## src/rtl/cmp_thresh_pipe.sv

```systemverilog
// -----------------------------------------------------------------------------
// cmp_thresh_pipe
//
// Multi-channel threshold comparator with a single registered, back-pressured
// output stage and a per-channel debounce filter.
//
// Every channel compares its WIDTH-bit sample against one shared runtime
// threshold. The operator and the signedness are runtime-configurable. Each
// accepted beat produces one raw compare bit per channel and one debounced
// flag per channel. A flag toggles only after DEBOUNCE consecutive accepted
// samples that disagree with it.
//
// Parameters
//   WIDTH     sample/threshold width (even, >= 2)
//   CHANNELS  number of parallel sample channels (>= 1)
//   DEBOUNCE  consecutive disagreeing accepted samples needed to toggle (>= 1)
//
// Ports
//   clk           clock; all state changes on the rising edge
//   rst_n         asynchronous reset, active-low
//   cfg_we_i      load cfg_op_i / cfg_signed_i / cfg_thresh_i at this edge
//   cfg_op_i      0 LE, 1 LT, 2 GE, 3 GT, 4 EQ, 5 NE, 6/7 reserved (raw = 0)
//   cfg_signed_i  1: two's-complement compare, 0: unsigned compare
//   cfg_thresh_i  shared threshold
//   in_valid_i    sample beat valid
//   in_ready_o    block can accept a beat (= !out_valid_o || out_ready_i)
//   in_data_i     channel c at [c*WIDTH +: WIDTH]
//   out_valid_o   result beat valid
//   out_ready_i   downstream accepts the result
//   out_raw_o     per-channel (data OP thresh), data on the left
//   out_flag_o    per-channel debounced state, post-update for this beat
// -----------------------------------------------------------------------------
module cmp_thresh_pipe #(
  parameter int WIDTH    = 4,
  parameter int CHANNELS = 2,
  parameter int DEBOUNCE = 3
) (
  input  logic                      clk,
  input  logic                      rst_n,
  input  logic                      cfg_we_i,
  input  logic [2:0]                cfg_op_i,
  input  logic                      cfg_signed_i,
  input  logic [WIDTH-1:0]          cfg_thresh_i,
  input  logic                      in_valid_i,
  output logic                      in_ready_o,
  input  logic [CHANNELS*WIDTH-1:0] in_data_i,
  output logic                      out_valid_o,
  input  logic                      out_ready_i,
  output logic [CHANNELS-1:0]       out_raw_o,
  output logic [CHANNELS-1:0]       out_flag_o
);

  // Debounce counter width and the count value at which the next
  // disagreeing sample toggles the flag.
  localparam int              CW       = $clog2(DEBOUNCE + 1);
  localparam logic [CW-1:0]   CNT_LAST = CW'(DEBOUNCE - 1);

  // Reset threshold is the alternating pattern 1010...10.
  localparam logic [WIDTH-1:0] THRESH_RST = {(WIDTH/2){2'b10}};

  typedef enum logic [2:0] {
    OP_LE = 3'd0,
    OP_LT = 3'd1,
    OP_GE = 3'd2,
    OP_GT = 3'd3,
    OP_EQ = 3'd4,
    OP_NE = 3'd5
  } op_e;

  // ---------------------------------------------------------------------------
  // State
  // ---------------------------------------------------------------------------
  op_e                 op_q,        op_d;
  logic                signed_q,    signed_d;
  logic [WIDTH-1:0]    thresh_q,    thresh_d;

  logic                out_valid_q, out_valid_d;
  logic [CHANNELS-1:0] raw_q,       raw_d;
  logic [CHANNELS-1:0] flag_q,      flag_d;
  logic [CW-1:0]       cnt_q [CHANNELS];
  logic [CW-1:0]       cnt_d [CHANNELS];

  logic                accept;
  logic [CHANNELS-1:0] raw_new;

  // ---------------------------------------------------------------------------
  // Compare function: data on the left, threshold on the right.
  // Reserved operator encodings fall into the default and yield 0.
  // ---------------------------------------------------------------------------
  function automatic logic cmp_fn(
    input op_e              op,
    input logic             sgn,
    input logic [WIDTH-1:0] data,
    input logic [WIDTH-1:0] thresh
  );
    logic lt;
    logic eq;
    lt = sgn ? ($signed(data) < $signed(thresh)) : (data < thresh);
    eq = (data == thresh);
    case (op)
      OP_LE:   cmp_fn = lt | eq;
      OP_LT:   cmp_fn = lt;
      OP_GE:   cmp_fn = ~lt;
      OP_GT:   cmp_fn = ~(lt | eq);
      OP_EQ:   cmp_fn = eq;
      OP_NE:   cmp_fn = ~eq;
      default: cmp_fn = 1'b0;
    endcase
  endfunction

  // ---------------------------------------------------------------------------
  // Handshake. in_ready passes out_ready straight through so a full output
  // register can be replaced in the same cycle it drains (no bubble).
  // ---------------------------------------------------------------------------
  assign in_ready_o = !out_valid_q || out_ready_i;
  assign accept     = in_valid_i && in_ready_o;

  // Raw compare of the incoming beat, always against the registered
  // (old) configuration, so a same-cycle cfg_we does not affect it.
  always_comb begin
    for (int c = 0; c < CHANNELS; c++) begin
      raw_new[c] = cmp_fn(op_q, signed_q, in_data_i[c*WIDTH +: WIDTH], thresh_q);
    end
  end

  // ---------------------------------------------------------------------------
  // Next-state logic
  // ---------------------------------------------------------------------------
  // NOTE: every signal assigned in this block gets a default first; a path
  // that leaves one unassigned would infer a latch.
  always_comb begin
    op_d        = op_q;
    signed_d    = signed_q;
    thresh_d    = thresh_q;
    out_valid_d = out_valid_q;
    raw_d       = raw_q;
    flag_d      = flag_q;
    cnt_d       = cnt_q;

    if (cfg_we_i) begin
      op_d     = op_e'(cfg_op_i);
      signed_d = cfg_signed_i;
      thresh_d = cfg_thresh_i;
    end

    // Output register: load on accept, drain when taken with nothing new.
    if (accept) begin
      out_valid_d = 1'b1;
      raw_d       = raw_new;
    end else if (out_ready_i) begin
      out_valid_d = 1'b0;
    end

    // Debounce advances only on accepted beats; stalled cycles hold it.
    if (accept) begin
      for (int c = 0; c < CHANNELS; c++) begin
        if (raw_new[c] == flag_q[c]) begin
          cnt_d[c] = '0;
        end else if (cnt_q[c] == CNT_LAST) begin
          flag_d[c] = raw_new[c];
          cnt_d[c]  = '0;
        end else begin
          cnt_d[c] = cnt_q[c] + 1'b1;
        end
      end
    end

    // A config write restarts every debounce window; it is evaluated last
    // so it overrides the update of a beat accepted in the same cycle.
    // Flags keep their value.
    if (cfg_we_i) begin
      for (int c = 0; c < CHANNELS; c++) begin
        cnt_d[c] = '0;
      end
    end
  end

  // ---------------------------------------------------------------------------
  // Registers
  // ---------------------------------------------------------------------------
  // NOTE: sequential state uses non-blocking assignments only, so every flop
  // samples the pre-edge value of every other flop regardless of block order.
  always_ff @(posedge clk or negedge rst_n) begin
    if (!rst_n) begin
      op_q        <= OP_EQ;
      signed_q    <= 1'b0;
      thresh_q    <= THRESH_RST;
      out_valid_q <= 1'b0;
      raw_q       <= '0;
      flag_q      <= '0;
      // NOTE: the counter array is a handful of flops, not a RAM, so it is
      // reset with the rest of the state; a real memory would not be.
      for (int c = 0; c < CHANNELS; c++) begin
        cnt_q[c] <= '0;
      end
    end else begin
      op_q        <= op_d;
      signed_q    <= signed_d;
      thresh_q    <= thresh_d;
      out_valid_q <= out_valid_d;
      raw_q       <= raw_d;
      flag_q      <= flag_d;
      for (int c = 0; c < CHANNELS; c++) begin
        cnt_q[c] <= cnt_d[c];
      end
    end
  end

  assign out_valid_o = out_valid_q;
  assign out_raw_o   = raw_q;
  assign out_flag_o  = flag_q;

endmodule

```

## config.mk

```make
export PLATFORM = sky130hd
export DESIGN_NAME = cmp_thresh_pipe
export DESIGN_NICKNAME = d
export VERILOG_FILES = /design/src/rtl/cmp_thresh_pipe.sv
export SDC_FILE = /design/constraint.sdc
export NUM_CORES = 1
export LEC_CHECK = 0
export ABC_CLOCK_PERIOD_IN_PS = 3700
export CAP_MARGIN = 20
export CORE_ASPECT_RATIO = 0.75
export CORE_MARGIN = 2
export CORE_UTILIZATION = 51
export DETAILED_ROUTE_END_ITERATION = 16
export MAX_ROUTING_LAYER = met4
export PLACE_DENSITY = 0.85
export SKIP_LAST_GASP = 1
export SLEW_MARGIN = 15
export SYNTH_ARGS = -nofsm -noshare
export SYNTH_HDL_FRONTEND = slang
export SYNTH_SLANG_ARGS = --single-unit
```

## constraint.sdc

```tcl
create_clock -name clk -period 3.7 [get_ports clk]
set_input_delay 0.74 -clock clk [delete_from_list [all_inputs] [get_ports clk]]
set_output_delay 0.74 -clock clk [all_outputs]
set_load 0.02 [all_outputs]
```

======== After elaboration in Yosys (flattened, before gate mapping) ========
Index checks and enable logic that the tools add are counted.
storage, ports and cells
  flip-flop bits (word level) ............. 17
  input port bits ......................... 21
  output and inout port bits .............. 6
  word-level logic and storage cells ...... 56
cells by class
  $add $sub $neg .......................... 2
  magnitude comparators ................... 4
  equal/unequal tests ..................... 11
  mux-type cells .......................... 12
  bitwise operators ....................... 10
  reductions and logical operators ........ 8
operators by type and width
  kind                 number
  $lt 4x4->1           4
  $pmux 1 s6           2
  $eq 4x4->1           2
  $mux 2               4
  $mux 4               2
  $not 1->1            8
  $eq 3x2->1 const B   2
  $eq 3x3->1 const B   2
  $reduce_and 3->1     2
  $add 2x1->2 const B  2
  $eq 2x2->1 const B   2
  $mux 1               4
  $reduce_bool 2->1    2
  $eq 3x1->1 const B   1
  $logic_not 3->1      1
  $eq 1x1->1           2
  $or 1x1->1           2
  $logic_and 1x1->1    1
  $logic_not 1->1      1
  $logic_or 1x1->1     1

======== Logic depth before layout (Yosys ltp) ========
Gate-level depths: netlist of run 1.
  depth after elaboration ................. 9
  mapped depth ............................ 8
  mapped depth without buffers ............ 8

======== Least setup slack after synthesis of run 1 ========
OpenSTA, ideal clock, no wires.
  path type ............................... input -> register
  start point ............................. in in_data_i[3]
  end point ............................... reg cnt_q[3] (netlist name)
  library setup time ...................... 122 ps
  arrival ................................. 2220 ps
  data required time ...................... 3578 ps
  path slack .............................. 1358 ps
  stages .................................. 7
  buffers on the path ..................... 0
  cells stage by stage .................... ha_1 > or4b_1 > o21ai_2 > o21ai_0 > o311a_2 > xnor2_1 > a32o_1
between the ends
  word-level cells in the longest chain between the ends .. 9
  elaborated cells between the ends (all ways) .. 13
  classes of those cells .................. order compare (2); eq/ne (2); mux (5); bitwise (4)
ends and longest elaborated chain
  element                          RTL line  source
  from (decl)                      46        input logic [CHANNELS*WIDTH-1:0] in_data_i,
  $lt 4x4->1                       98        lt = sgn ? ($signed(data) < $signed(thresh)) : (data < thresh);
  $mux 1                           98
  $or 1x1->1                       101, 104
  $not 1->1                        104       OP_GT: cmp_fn = ~(lt | eq);
  $pmux 1 s6 *                     100       case (op)
  $eq 1x1->1 *                     157       if (raw_new[c] == flag_q[c]) begin
  $mux 2 *                         157
  $mux 4 *                         155       if (accept) begin
  $mux 4 *                         171       if (cfg_we_i) begin
  to (signal, indexed assignment)  204       cnt_q[c] <= cnt_d[c];
  to (decl)                        80        logic [CW-1:0] cnt_q [CHANNELS];
Mark *: on every way between the ends. The rest lies on a longest branch, timed or not. The select of a mux whose other input is x is not followed.
A chain may end at the register's enable or synchronous reset.

======== Worst setup path in the final report of run 1 ========
  start point ............................. in out_ready_i
  end point ............................... out in_ready_o
between the ends
  word-level cells in the longest chain between the ends .. 1
ends and longest elaborated chain
  element           RTL line  source
  from (decl)       48        input logic out_ready_i,
  $logic_or 1x1->1  115       assign in_ready_o = !out_valid_q || out_ready_i;
  to (decl)         45        output logic in_ready_o,
Every way passes these cells.

==> results.md, run 1 <==
- STA classifies the critical path endpoint as an output port.
- The max-capacitance violation count is 0.
- For this block, the initial DRC count from the detailed router was 24.
- The number of stages on the worst hold path is 2.
- The endpoint with the worst hold slack is out_raw_o[1]$_DFFE_PN0P_.
- The height of the die is 42.5 microns.
- The minimum period implied by the final worst setup slack is 2720 ps.
- The number of filler instances in the final layout is 137.
- The simple-gate share of the synthesized area is 21.3%.
- The sequential-to-total area share from yosys stat is 42.5%.
- The via count of the routed design is 851.
- The cell leakage power is 0.565 nW.
- In this run the core area contains 13 standard-cell rows.
- Of the total power, registers draw 45.3%.
- The final hold violation count is 0.
- The number of warnings issued by yosys is 0.
- Measured along the x axis, the die boundary spans 55.4 microns.
- The type of the worst setup path is input port to output port.
- Global routing used 7.72% of the available met3 tracks.
- Global routing used 22.7% of the available tracks.
- The number of antenna diodes in the final layout is 0.
- The flow ran to the end, and the final reports show no timing, DRC or antenna violations.
- Across the routed clock network, the largest skew measured is 5.92 ps.
- The dominant combinational cell family by area after synthesis is simple AND/OR/NAND/NOR gates.
- Of the total synthesized cell area, the portion taken by XOR and XNOR cells is 1.73%.
- Buffers placed on the I/O ports in this run total 26.
- The final max-slew violation count came to 0.
- After detailed routing, the total wire length is 2.29 mm.
- The synthesized netlist contains 33 unique library cells.
- The source-to-sink clock delay at the later pin of the worst-skew pair is 300 ps.
- The adder-cell area share of the yosys netlist is 9.91%.
- In this run the mean area of a mapped cell was 10.3 sq um.
- The number of setup buffers added after CTS is 0.
- From synthesis to final layout, the design area changed by 30.4%.
- After layout, the worst path uses 73.4% of the clock period.
- The number of instances in the synthesized netlist is 98.
- Setup repair after global routing left no endpoint under its margin.
- The first TritonRoute pass finished after 4 iterations.
- By area the synthesized netlist is led by sky130_fd_sc_hd__dfrtp_1, sky130_fd_sc_hd__ha_1, sky130_fd_sc_hd__dfstp_2, sky130_fd_sc_hd__mux2_2, sky130_fd_sc_hd__o21ai_0.
- In this run the power density over the cells is 384 nW/um^2.
- The worst setup path is launched from an input port.
- The highest-utilization routing layer at the global route stage is met2.
- In the routed design, unresolved DRC markers number 0.
- The clock share of power is 20.6%.
- The number of sinks handled by clock tree synthesis is 17.
- The transition time at the pin with the least slew margin is 753 ps.
- The total core area is 1810 sq um.
- The TritonCTS buffer count is 3.
- The cell type contributing the most total cell area after synthesis is sky130_fd_sc_hd__dfrtp_1.
- For this configuration, the core starts out at a cell density of 55.9%.
- After routing, the total negative slack on setup checks comes to 0 ps.
- The total nets after synthesis is 127.
- Data arrives at the worst endpoint at 1980 ps.
- The depth of the most critical reg-to-reg path is 8.
- Net switching is 32.5% of the power.
- The number of buffers added to fix hold violations after cts is 0.
- The die outline area is 2360 sq um.
- The mux contribution to synthesized area is 6.57%.
- For met2 alone, demand over resource in global routing was 39.3%.
- Along the worst path, the maximum fanout reaches 4.
- The hold path startpoint is out_raw_o[1]$_DFFE_PN0P_.
- The average routed wire per standard cell is 15.5 microns.
- Summed over all layers, the global routing overflow is 0.
- The congestion estimate from routability-driven global placement came to 0.921.
- The global-route wire length before repair is 3.97 mm.
- Of the cells placed in the final design, the portion with a size suffix greater than 1 is 13.5%.
- Setup violations remaining at the end of the flow were counted as 0.
- Internal power comes to 341 uW.
- The number of global-route vias before repair is 912.
- The placed wire-length estimate is 1.81 mm.
- The number of gates resized after cts is 0.
- For this run, the top clock speed supported by timing is 368 MHz.
- Global routing used 25.4% of the available met1 tracks.
- The startpoint of the most critical register-to-register path is thresh_q[3]$_DFFE_PN1P_.
- The initial antenna violation count is 0.
- The power dissipated by switching net loads is 164 uW.
- For flop-to-flop paths, the worst setup slack is 1370 ps.
- The worst hold-check path type is register to register.
- The clock tree root driver cell is sky130_fd_sc_hd__clkbuf_4.
- The proportion of power drawn by combinational gates is 34.1%.
- Power comes to 505 uW.
- Across the VDD grid, the largest voltage drop is 0.000327 V.
- The worst pin sits at a relative slew slack of 49.6%.
- The synthesized netlist devotes 15.0% of its cell area to compound gates.
- Entering global routing, the biggest net connects 18 pins.
- The capture instance of the worst register-to-register path is cnt_q[3]$_DFFE_PN0P_.
- Synthesis inferred 17 register bits.
- The number of vias per cell after detailed routing is 5.75.
- The longest clock path from root to sink contains 2 buffers.
- In the final design database the tool counted 156 nets.
- After synthesis the cells add up to 1010 sq um.
- In this run the number of H-tree levels came out at 1.
- TritonCTS built the clock tree.
- The number of nets still failing antenna checks after routing is 0.
- The required time at the worst-slack endpoint is 2960 ps.
- After clock tree synthesis, the clock-pin slew on the worst setup and hold paths is 100 ps.
- 27 I/O pins were placed.
- Summed over its instances, the top area cell type makes up 34.7% of the synthesized netlist area.
## per-stage QoR
stage,utilization [%],cell area [sq um],worst slack [ps],hold WS [ps],instances
floorplan,-,1010,1360,444,98
global placement,71.4,1290,844,473,144
detailed placement,71.4,1290,818,489,144
CTS,72.9,1320,979,513,148
global route,72.9,1320,934,582,148
finish,72.9,1320,984,514,148
## cell families after synthesis
group	Yosys count
simple gates	36
compound gates	21
flops	17
buf+inv	8
fa+ha+maj	8
mux	6
xor+xnor	2
## layout by cell type, fill, tap and decap left out, types with 2 or more instances in the layout
master / netlist / routed
sky130_fd_sc_hd__a21oi_1: 4 / 4
sky130_fd_sc_hd__a32o_1: 2 / 2
sky130_fd_sc_hd__clkbuf_4: 0 / 3
sky130_fd_sc_hd__clkdlybuf4s50_1: 0 / 26
sky130_fd_sc_hd__dfrtp_1: 14 / 14
sky130_fd_sc_hd__dfstp_2: 3 / 3
sky130_fd_sc_hd__ha_1: 8 / 8
sky130_fd_sc_hd__inv_1: 6 / 6
sky130_fd_sc_hd__mux2_2: 5 / 5
sky130_fd_sc_hd__nand2_1: 9 / 9
sky130_fd_sc_hd__nand2b_1: 5 / 5
sky130_fd_sc_hd__nor2_1: 5 / 5
sky130_fd_sc_hd__nor3_1: 3 / 3
sky130_fd_sc_hd__nor3b_1: 2 / 2
sky130_fd_sc_hd__nor4_1: 3 / 3
sky130_fd_sc_hd__o21ai_0: 7 / 7
sky130_fd_sc_hd__or4b_1: 2 / 2
sky130_fd_sc_hd__xnor2_1: 2 / 2
## worst max-delay path, stage by stage
cell                              delay (ps)
sky130_fd_sc_hd__clkdlybuf4s50_1         450
sky130_fd_sc_hd__nand2b_1                160
sky130_fd_sc_hd__clkdlybuf4s50_1         620
## worst max path at each step
stage / slack, ps / endpoint / start
floorplan: 1360 / cnt_q[3]$_DFFE_PN0P_ / in_data_i[3]
global placement: 840 / cnt_q[3]$_DFFE_PN0P_ / in_data_i[3]
detailed placement: 820 / cnt_q[3]$_DFFE_PN0P_ / in_data_i[3]
CTS: 980 / in_ready_o / out_ready_i
global route: 930 / in_ready_o / out_ready_i
finish: 980 / in_ready_o / out_ready_i
## Yosys cell counts
cell / number
sky130_fd_sc_hd__inv_1: 6
sky130_fd_sc_hd__clkbuf_1: 2
sky130_fd_sc_hd__nor4_1: 3
sky130_fd_sc_hd__ha_1: 8
sky130_fd_sc_hd__and4_1: 1
sky130_fd_sc_hd__nand2b_1: 5
sky130_fd_sc_hd__o21ai_0: 7
sky130_fd_sc_hd__mux2_2: 5
sky130_fd_sc_hd__nor4b_1: 1
sky130_fd_sc_hd__a21oi_1: 4
sky130_fd_sc_hd__a22o_1: 1
sky130_fd_sc_hd__o21bai_1: 1
sky130_fd_sc_hd__and3b_2: 1
sky130_fd_sc_hd__nand2_1: 9
sky130_fd_sc_hd__nor2_1: 5
sky130_fd_sc_hd__a22oi_1: 1
sky130_fd_sc_hd__a22o_2: 1
sky130_fd_sc_hd__mux2i_1: 1
sky130_fd_sc_hd__dfrtp_1: 14
sky130_fd_sc_hd__nor4b_2: 1
sky130_fd_sc_hd__nor3_1: 3
sky130_fd_sc_hd__xnor2_1: 2
sky130_fd_sc_hd__o311a_2: 1
sky130_fd_sc_hd__or4b_1: 2
sky130_fd_sc_hd__nor3b_1: 2
sky130_fd_sc_hd__a32o_1: 2
sky130_fd_sc_hd__nand3b_1: 1
sky130_fd_sc_hd__o21ai_2: 1
sky130_fd_sc_hd__dfstp_2: 3
sky130_fd_sc_hd__o31ai_1: 1
sky130_fd_sc_hd__nand4_1: 1
sky130_fd_sc_hd__a221oi_2: 1
sky130_fd_sc_hd__nor2b_1: 1
## routing by layer
metal / part of all wire (%) / wire [microns]
met1: 44 / 1000
met2: 49 / 1130
met3: 6.2 / 141
met4: 0.66 / 15
met5: 0 / 0
## power groups by stage
stage / logic, mW / clock network, mW / registers (mW)
final: 0.172 / 0.104 / 0.229
after global routing: 0.189 / 0.113 / 0.233
after CTS: 0.174 / 0.106 / 0.229
after detailed placement: 0.173 / 0 / 0.232
after global placement: 0.165 / 0 / 0.231
after floorplan: 0.0889 / 0 / 0.243
## layout make-up
cell class | count | area (sq um) | area share (%)
clock buffers | 4 | 26.3 | 2.00
inverters | 6 | 22.5 | 1.71
flip-flops and latches | 17 | 429 | 32.6
repair buffers | 26 | 260 | 19.8
multi-input cells | 73 | 551 | 41.8
well taps | 22 | 27.5 | 2.09
## sequential cells by signal, indices dropped and copies added, names as in the netlist
| register | flops |
|---|---|
| cnt_q | 4 |
| thresh_q | 4 |
| op_q | 3 |
| out_flag_o | 2 |
| out_raw_o | 2 |
| out_valid_o | 1 |
| signed_q | 1 |
Note: power is estimated with default switching activity, not from simulation.
==> run 2, diff against run 1 <==
--- a/config.mk
+++ b/config.mk
@@ -5,14 +5,14 @@
 export SDC_FILE = /design/constraint.sdc
 export NUM_CORES = 1
 export LEC_CHECK = 0
-export ABC_CLOCK_PERIOD_IN_PS = 3700
+export ABC_CLOCK_PERIOD_IN_PS = 2600
 export CAP_MARGIN = 20
 export CORE_ASPECT_RATIO = 0.75
 export CORE_MARGIN = 2
-export CORE_UTILIZATION = 51
+export CORE_UTILIZATION = 47
 export DETAILED_ROUTE_END_ITERATION = 16
 export MAX_ROUTING_LAYER = met4
-export PLACE_DENSITY = 0.85
+export PLACE_DENSITY = 0.79
 export SKIP_LAST_GASP = 1
 export SLEW_MARGIN = 15
 export SYNTH_ARGS = -nofsm -noshare
==> constraint.sdc (replaced) <==
create_clock -name clk -period 2.6 [get_ports clk]
set_input_delay 0.52 -clock clk [delete_from_list [all_inputs] [get_ports clk]]
set_output_delay 0.52 -clock clk [all_outputs]
set_load 0.02 [all_outputs]
==> results.md, run 2 (same netlist as run 1, synthesis figures left out) <==
- The cell leakage power is 0.585 nW.
- The average routed wire per standard cell is 14.0 microns.
- The worst hold-check path type is register to register.
- In the final layout, the share of cells above drive strength 1 is 16.2%.
- STA puts the critical path data arrival time at 2500 ps.
- Buffers inserted to repair hold after CTS numbered 0.
- The kind of launch point of the worst setup path is an input port.
- After detailed routing, the number of remaining DRC violations is 0.
- The setup slack on the worst flop-to-flop path is 330 ps.
- The height of the die is 44.1 microns.
- The die covers 2540 sq um.
- The endpoint with the worst hold slack is out_raw_o[1]$_DFFE_PN0P_.
- The transition time at the pin with the least slew margin is 738 ps.
- For this block, the via count after detailed routing is 845.
- The total core area is 2010 sq um.
- The floorplan step set the die width to 57.5 microns.
- The number of antenna repair diodes is 0.
- For the finished layout, the period the worst path requires is 2320 ps.
- Setup repair after global routing left no endpoint under its margin.
- Hold timing on the final database bottoms out at a slack of 496 ps.
- The total setup violations reported at the end of the flow is 0.
- The final clock period utilization by the worst path is 89.1%.
- The initial antenna violation count was 0.
- The starting DRC count in detailed routing is 18.
- The total power per unit cell area is 531 nW/um^2.
- 27 I/O pins were placed.
- The worst-path maximum fanout is 4.
- Across the routed clock network, the largest skew measured is 5.61 ps.
- TritonCTS created 3 clock buffers.
- Derived from the worst setup path, the maximum achievable clock frequency is 432 MHz.
- Timing analysis after detailed placement gives a worst setup slack of -9.46 ps.
- Before antenna repair, the detailed router went through 4 iterations.
- The maximum ir drop on the vdd rail is 0.000494 V.
- The worst register-to-register path ends at cnt_q[3]$_DFFE_PN0P_.
- The max-capacitance violation count is 0.
- Row generation in the floorplan step produced 14 rows.
- The required time at the worst-slack endpoint is 2780 ps.
- The routed design has 2.15 mm of wire.
- Using the TritonRoute via totals, the vias-per-cell ratio works out to 5.49.
- The sequential cell area is 429 sq um.
- The clock tree root driver cell is sky130_fd_sc_hd__clkbuf_4.
- From synthesis to final layout, the design area changed by 33.6%.
- Clock latency on the worst-skew pair, taken at its later pin, is 280 ps.
- In the post-route analysis, the smallest setup slack over all paths is 284 ps.
- The library cells used most frequently in the layout, excluding fill and tap cells, are sky130_fd_sc_hd__clkdlybuf4s50_1, sky130_fd_sc_hd__dfrtp_1, sky130_fd_sc_hd__nand2_1.
- The leftover overflow at the end of global routing is 0.
- The worst register-to-register path has a depth of 8.
- The initial utilization of the core area, before any placement, comes to 50.1%.
- The worst setup path is of the input port to register kind.
- Entering global routing, the biggest net connects 18 pins.
- The startpoint of the most critical register-to-register path is thresh_q[3]$_DFFE_PN1P_.
- TritonCTS built the clock tree.
- The largest registers in the layout are cnt_q: 4 flops, thresh_q: 4 flops, op_q: 3 flops.
- The global-route wire length before repair is 3.51 mm.
- The run finished with clean final reports.
- The maximum buffer depth of the clock tree is 2.
- The number of filler instances in the final layout is 177.
- The final max-slew violation count was 0.
- The final hold violation count came to 0.
- The count of buffers inserted at the top-level ports is 26.
- The post-CTS setup-driven buffer insertion count is 0.
- The number of nets still failing antenna checks after routing is 0.
- The clock input transition at the sequential cells of the worst setup and hold paths is 90 ps.
- The number of gates resized after CTS was 0.
- The startpoint identified for the worst hold timing path is out_raw_o[1]$_DFFE_PN0P_.
- The placed wire-length estimate is 1.75 mm.
- The tree built by TritonCTS fans out to 17 sinks.
- The congestion estimate from routability-driven global placement came to 0.792.
- The most frequent standard cell in the layout excluding fill and tap cells is sky130_fd_sc_hd__clkdlybuf4s50_1.
- The category of the worst setup path capture point is a register.
- The area of the multi-input gates is 551 sq um.
- The number of global-route vias before repair came to 807.
- In the final design database the tool counted 160 nets.
- Measured against its own limit, the worst slew margin works out to 50.7%.
- The global-route usage over all layers is 19.1%.
- The worst hold path passes through 2 cells.
- The H-tree depth is 1.
## run 2: cell types whose count changed in the layout (fill, tap and decap cells not counted)
| cell | change |
|---|---|
| sky130_fd_sc_hd__buf_4 | +4 |
## run 2: final cells by class
class	count	share of cell area (%)
multi-input cells	73	40.8
clock buffers	4	1.95
repair buffers	30	21.5
flip-flops and latches	17	31.8
well taps	24	2.23
inverters	6	1.67
## run 2: power breakdown
group          switching (mW)  leakage [nW]  internal [mW]
clock                  0.0765        0.0150         0.0595
sequential             0.0265         0.210          0.299
combinational           0.119         0.360          0.135
## run 2: how the worst max path moves through the flow
stage / end / from / cells past startpoint / slack, ps
global route: cnt_q[1]$_DFFE_PN0P_ / in_data_i[7] / 7 / 170
finish: cnt_q[3]$_DFFE_PN0P_ / in_data_i[3] / 8 / 280
detailed placement: cnt_q[3]$_DFFE_PN0P_ / in_data_i[3] / 8 / -9
global placement: cnt_q[3]$_DFFE_PN0P_ / in_data_i[3] / 8 / 10
floorplan: cnt_q[3]$_DFFE_PN0P_ / thresh_q[3]$_DFFE_PN1P_ / 8 / 450
CTS: cnt_q[3]$_DFFE_PN0P_ / in_data_i[3] / 8 / 290
## run 2: per-layer routing
metal / wire length [microns] / part of all wire [%] / GRT usage, %
met5: 0 / 0 / -
met1: 1010 / 47 / 23.6
met4: 13 / 0.60 / 2.79
met3: 139 / 6.5 / 6.14
met2: 985 / 46 / 31.6
## run 2: worst max-delay path, cell delays in order
cell and delay (ps):
sky130_fd_sc_hd__clkdlybuf4s50_1 400, sky130_fd_sc_hd__ha_1 330, sky130_fd_sc_hd__or4b_1 470, sky130_fd_sc_hd__o21ai_2 140, sky130_fd_sc_hd__o21ai_0 100, sky130_fd_sc_hd__o311a_2 150
sky130_fd_sc_hd__xnor2_1 150, sky130_fd_sc_hd__a32o_1 240
## run 2: stage by stage
step	std cells	area (sq um)	utilization, %	setup TNS (ps)	total power [mW]
after detailed placement	150	1320	65.7	-9.46	0.584
after floorplan	98	1010	-	0	0.472
after global placement	150	1320	65.7	0	0.576
after CTS	154	1350	67.0	0	0.723
final	154	1350	67.0	0	0.716
after global routing	154	1350	67.0	0	0.762
